File: src/rtl/led_pattern_sequencer.sv
// LED pattern sequencer: steps a blink, chase, bounce or bar-fill pattern
// once per tick_enable strobe while run is high, with a pattern-wrap strobe.
module led_pattern_sequencer #(
    parameter int LED_COUNT = 8
) (
    input  logic                 sys_clk,
    input  logic                 sys_rst_n,
    input  logic                 tick_enable,
    input  logic                 run,
    input  logic [1:0]           mode,
    output logic [LED_COUNT-1:0] led_out,
    output logic                 pattern_wrap
);

    localparam int PW = $clog2(LED_COUNT + 1);
    localparam logic [PW-1:0] POS_ONE  = PW'(1);
    localparam logic [PW-1:0] POS_LAST = PW'(LED_COUNT - 1);
    localparam logic [PW-1:0] POS_FULL = PW'(LED_COUNT);

    typedef enum logic [1:0] {
        M_BLINK  = 2'd0,
        M_CHASE  = 2'd1,
        M_BOUNCE = 2'd2,
        M_FILL   = 2'd3
    } mode_t;

    mode_t                mode_q, mode_d;
    logic [PW-1:0]        pos_q, pos_d;
    logic                 dir_down_q, dir_down_d;
    logic [LED_COUNT-1:0] led_q, led_d;
    logic                 wrap_q, wrap_d;

    logic                 step;
    logic                 restart;
    mode_t                mode_in;
    logic [LED_COUNT-1:0] chase_vec;
    logic [LED_COUNT-1:0] fill_vec;

    assign step    = tick_enable & run;
    assign mode_in = mode_t'(mode);

    // Per-LED decode of the next position: one-hot for chase/bounce, thermometer for fill
    for (genvar gi = 0; gi < LED_COUNT; gi++) begin : g_decode
        localparam logic [PW-1:0] IDX = PW'(gi);
        assign chase_vec[gi] = (pos_d == IDX);
        assign fill_vec[gi]  = (pos_d > IDX);
    end

    // Next-state: mode switch restarts the pattern, otherwise advance the current one
    always_comb begin
        mode_d     = mode_q;
        pos_d      = pos_q;
        dir_down_d = dir_down_q;
        wrap_d     = 1'b0;
        restart    = 1'b0;
        if (step) begin
            if (mode_in != mode_q) begin
                mode_d  = mode_in;
                restart = 1'b1;
            end else begin
                case (mode_q)
                    M_BLINK: begin
                        // position 0 = all off, 1 = all on
                        if (pos_q == '0) begin
                            pos_d = POS_ONE;
                        end else if (pos_q == POS_ONE) begin
                            pos_d  = '0;
                            wrap_d = 1'b1;
                        end else begin
                            restart = 1'b1;
                        end
                    end
                    M_CHASE: begin
                        if (pos_q < POS_LAST) begin
                            pos_d = pos_q + 1'b1;
                        end else if (pos_q == POS_LAST) begin
                            pos_d  = '0;
                            wrap_d = 1'b1;
                        end else begin
                            restart = 1'b1;
                        end
                    end
                    M_BOUNCE: begin
                        // Direction flips on arrival at an end, so each end shows once per pass
                        if (pos_q > POS_LAST) begin
                            restart = 1'b1;
                        end else if (!dir_down_q) begin
                            if (pos_q == POS_LAST) begin
                                restart = 1'b1;
                            end else begin
                                pos_d      = pos_q + 1'b1;
                                dir_down_d = (pos_q + 1'b1 == POS_LAST);
                            end
                        end else begin
                            if (pos_q == '0) begin
                                restart = 1'b1;
                            end else begin
                                pos_d = pos_q - 1'b1;
                                if (pos_q == POS_ONE) begin
                                    dir_down_d = 1'b0;
                                    wrap_d     = 1'b1;
                                end
                            end
                        end
                    end
                    default: begin
                        if (pos_q < POS_FULL) begin
                            pos_d = pos_q + 1'b1;
                        end else if (pos_q == POS_FULL) begin
                            pos_d  = '0;
                            wrap_d = 1'b1;
                        end else begin
                            restart = 1'b1;
                        end
                    end
                endcase
            end
            if (restart) begin
                pos_d      = '0;
                dir_down_d = 1'b0;
                wrap_d     = 1'b0;
            end
        end
    end

    // LED image for the next state; held unchanged when no step occurs
    always_comb begin
        led_d = led_q;
        if (step) begin
            case (mode_d)
                M_BLINK:  led_d = {LED_COUNT{pos_d == POS_ONE}};
                M_CHASE:  led_d = chase_vec;
                M_BOUNCE: led_d = chase_vec;
                default:  led_d = fill_vec;
            endcase
        end
    end

    // State and output registers with synchronous active-low reset
    always_ff @(posedge sys_clk) begin
        if (!sys_rst_n) begin
            mode_q     <= M_BLINK;
            pos_q      <= '0;
            dir_down_q <= 1'b0;
            led_q      <= '0;
            wrap_q     <= 1'b0;
        end else begin
            mode_q     <= mode_d;
            pos_q      <= pos_d;
            dir_down_q <= dir_down_d;
            led_q      <= led_d;
            wrap_q     <= wrap_d;
        end
    end

    assign led_out      = led_q;
    assign pattern_wrap = wrap_q;

endmodule
File: config.mk
export PLATFORM = sky130hd
export DESIGN_NAME = led_pattern_sequencer
export DESIGN_NICKNAME = d
export VERILOG_FILES = /design/src/rtl/led_pattern_sequencer.sv
export SDC_FILE = /design/constraint.sdc
export NUM_CORES = 1
export LEC_CHECK = 0
export ABC_AREA = 1
export ABC_CLOCK_PERIOD_IN_PS = 3130
export CAP_MARGIN = 20
export CORE_UTILIZATION = 63
export DETAILED_ROUTE_END_ITERATION = 8
export DONT_BUFFER_PORTS = 1
export PLACE_DENSITY_LB_ADDON = 0.15
export SYNTH_ARGS = -nofsm -noshare
export SYNTH_HDL_FRONTEND = slang
export SYNTH_SLANG_ARGS = --single-unit
export TNS_END_PERCENT = 20
File: constraint.sdc
create_clock -name sys_clk -period 3.13 [get_ports sys_clk]
set_clock_uncertainty 0.1 [all_clocks]
set_input_delay 0.4695 -clock sys_clk [delete_from_list [all_inputs] [get_ports sys_clk]]
set_output_delay 0.4695 -clock sys_clk [all_outputs]
set_load 0.02 [all_outputs]
==> flow_metrics.tcl <==
set metrics [dict create \
    status "complete, no violations" \
    period_needed_ns 2.70 \
    dieArea_um2 2640 \
    syn_avg_cell_area_um2 5.87 \
    numPortBuffers 0 \
    synth_seq_area_share_pct 20.8 \
    die_h_um 51.4 \
    antenna_found_initial 0 \
    numCtsBuffers 3 \
    cts_tree "yes" \
    whs_path_depth 2 \
    static-leakage-power_nw 0.793 \
    sw_frac_of_total_pct 33.6 \
    peakVddDrop_uv 351 \
    endpoint_kind "register" \
    place_congestion 1.04 \
    first_iter_violations 73 \
    num_rows 17 \
    synth_seq_cells 16 \
    routed_wl_um 3680 \
    ys_async_sr_fraction_pct 0 \
    synth_ff_type "dfxtp_1" \
    start_kind "register" \
    path_class "reg -> reg" \
    power.density_nw_per_um2 279 \
    ys_types 30 \
    yosysWarnings 0 \
    cts_root_buffer "clkbuf_4" \
    intPower_mw 0.289 \
    grt_max_degree 15 \
    cts.sinks 16 \
    report.final.slew_viol_count 0 \
    post_cts_resized 0 \
    wl_per_cell_um 12.8 \
    antenna_cells 0 \
    ant_nets 0 \
    area.growth.synth_to_final_pct 1.38 \
    fin_crit_sh_pct 86.1 \
    rsz0062_at_grt "no" \
    drive_above_1_share_pct 10.8 \
    pwr-share-seq_pct 51.8 \
    hold_buffers 0 \
    drc 0 \
    final.setup.tns_ns 0 \
    setup_viol 0 \
    coreArea_um2 2250 \
    syn_area_um2 1540 \
    clk-insertion-delay-late_ns 0.29 \
    postCtsSetupRepairBufs 0 \
    track_usage_pct 32.9 \
    hold_violations 0 \
    worst_pin_slew_ns 0.496 \
    worst-r2r-cell-count 16 \
    synth_edf_count 0 \
    r2r-start "pos_q[0]$_SDFF_PN0_" \
    fin_util_pct 69.2 \
    overflow 0 \
    via_per_inst 5.63 \
    die_w_um 51.4 \
    dp_hpwl_um 2840 \
    fmax_ghz 0.371 \
    grt_pass1_vias 1461 \
    pwr-share-clk_pct 25.4 \
    ios 15 \
    grt_pass1_wl_um 6520 \
    vias 1615 \
    r2r_setup_slack_ns 0.43 \
    synth_fp_nets 275 \
    holdWs_ns 0.208 \
    clockBufferDepth 2 \
    clk_pin_slew_ns 0.09 \
    dr.pass1.iters 5 \
    p_switching_mw 0.146 \
    synthCells 262 \
    final_nets 274 \
    hold_path_class "in -> reg" \
    cp_max_fo 8 \
    required_ns 3.24 \
    min_from "sys_rst_n" \
    r2r_end "led_out[2]$_SDFFE_PN0P_" \
    maxSlewHeadroom_pct 66.9 \
    maxCapViolCount 0 \
    floorplan.initialDensity_pct 68.3 \
    combPwrFrac_pct 22.8 \
    arrival_ns 2.81 \
    cts_max_level 1 \
    hold_end "led_out[5]$_SDFFE_PN0P_" \
]
==> logic make-up after synthesis <==
kind of cell    Yosys count  share of synthesized area [%]
fa+ha+maj                 7                           5.69
flops                    16                           20.8
compound gates           43                           16.8
buf+inv                  35                           9.67
simple gates            161                           47.0
==> worst max-delay path: stages, from the launching register on <==
cell     delay (ns)
dfxtp_1        0.49
ha_1           0.31
nand2_1        0.11
nor2_1         0.18
inv_1          0.10
ha_1           0.27
a21oi_1        0.14
nand2_1        0.08
nand2_1        0.05
nand2_1        0.08
nand2_1        0.08
nand2_1        0.08
a21oi_1        0.16
nand2_1        0.08
nand3_1        0.08
nand2_1        0.05
a21oi_1        0.15
==> cell usage after synthesis (2+ instances only) <==
cell,number,share of area [%]
o21ai_0,17,5.5
a21oi_1,16,5.2
nand3_4,2,2.3
nor2_1,33,8.0
o21bai_2,2,1.5
inv_2,2,0.49
a21oi_2,2,1.1
dfxtp_1,16,21
clkbuf_1,2,0.49
buf_4,2,0.98
nand2_1,95,23
nand2_2,2,0.81
nor2_4,3,2.2
nand3_1,16,5.2
ha_1,7,5.7
nor2_2,7,2.8
inv_1,25,6.1
==> cell usage in the layout, fill, tap and decap left out <==
cell / count
a21oi_1: 16
nand3_1: 16
nand2_2: 2
nor2_2: 7
nor2_1: 33
nand4_4: 1
nand2_1: 95
inv_2: 2
nand4_1: 1
o22ai_1: 1
nand3_2: 1
nand3_4: 2
clkbuf_4: 3
a21oi_4: 1
a31oi_1: 1
o21bai_2: 2
a311oi_1: 1
o211ai_1: 1
o21ai_2: 1
a21oi_2: 2
ha_1: 7
inv_1: 25
nor2_4: 3
buf_4: 1
o21ai_0: 17
clkinv_1: 1
dfxtp_1: 16
==> power by group through the flow <==
stage	clock network (mW)	logic, mW	registers (mW)
CTS	0.113	0.0991	0.225
global route	0.118	0.115	0.226
global placement	0	0.0977	0.230
floorplan	0	0.0854	0.225
detailed placement	0	0.0988	0.230
finish	0.110	0.0992	0.225
==> layout make-up <==
type | instances | area, um^2
Inverter | 28 | 105
Multi-Input combinational cell | 211 | 1070
Tap cell | 28 | 35.0
Timing Repair Buffer | 1 | 7.51
Sequential cell | 16 | 320
Fill cell | 217 | 694
Clock buffer | 3 | 22.5
==> per-layer routing <==
| metal | vias to the layer above | part of all wire, % | track usage (%) |
|---|---|---|---|
| li1 | 827 | - | - |
| met1 | 713 | 46 | 47.0 |
| met2 | 71 | 44 | 48.1 |
| met3 | 4 | 9.3 | 7.74 |
| met4 | 0 | 0.68 | 9.91 |
| met5 | - | 0 | 0 |
==> through the flow <==
| step | power, mW | cells | setup slack (ns) | instance area (um^2) |
|---|---|---|---|---|
| 6_report | 0.435 | 287 | 0.434 | 1560 |
| 5_1_grt | 0.459 | 287 | 0.0704 | 1560 |
| 4_1_cts | 0.437 | 287 | 0.462 | 1560 |
| 3_5_place_dp | 0.328 | 284 | 0.502 | 1540 |
| 3_3_place_gp | 0.327 | 284 | 0.539 | 1540 |
| 2_1_floorplan | 0.310 | 262 | 0.799 | 1540 |
==> worst max path at each step <==
| stage | startpoint | to | slack, ns | cells after the start |
|---|---|---|---|---|
| after floorplan | pos_q[0]$_SDFF_PN0_ | led_out[1]$_SDFFE_PN0P_ | 0.80 | 17 |
| after global placement | pos_q[0]$_SDFF_PN0_ | led_out[0]$_SDFFE_PN0P_ | 0.54 | 15 |
| after detailed placement | pos_q[0]$_SDFF_PN0_ | led_out[2]$_SDFFE_PN0P_ | 0.50 | 16 |
| after CTS | pos_q[0]$_SDFF_PN0_ | led_out[2]$_SDFFE_PN0P_ | 0.46 | 16 |
| after global routing | pos_q[0]$_SDFF_PN0_ | led_out[2]$_SDFFE_PN0P_ | 0.07 | 16 |
| final | pos_q[0]$_SDFF_PN0_ | led_out[2]$_SDFFE_PN0P_ | 0.43 | 16 |
==> state kept, by name (all words and copies together) (netlist names) <==
register / cells
led_out: 8
dir_down_q: 1
pos_q: 4
mode_q: 2
pattern_wrap: 1
Note: power is estimated with default switching activity, not from simulation.
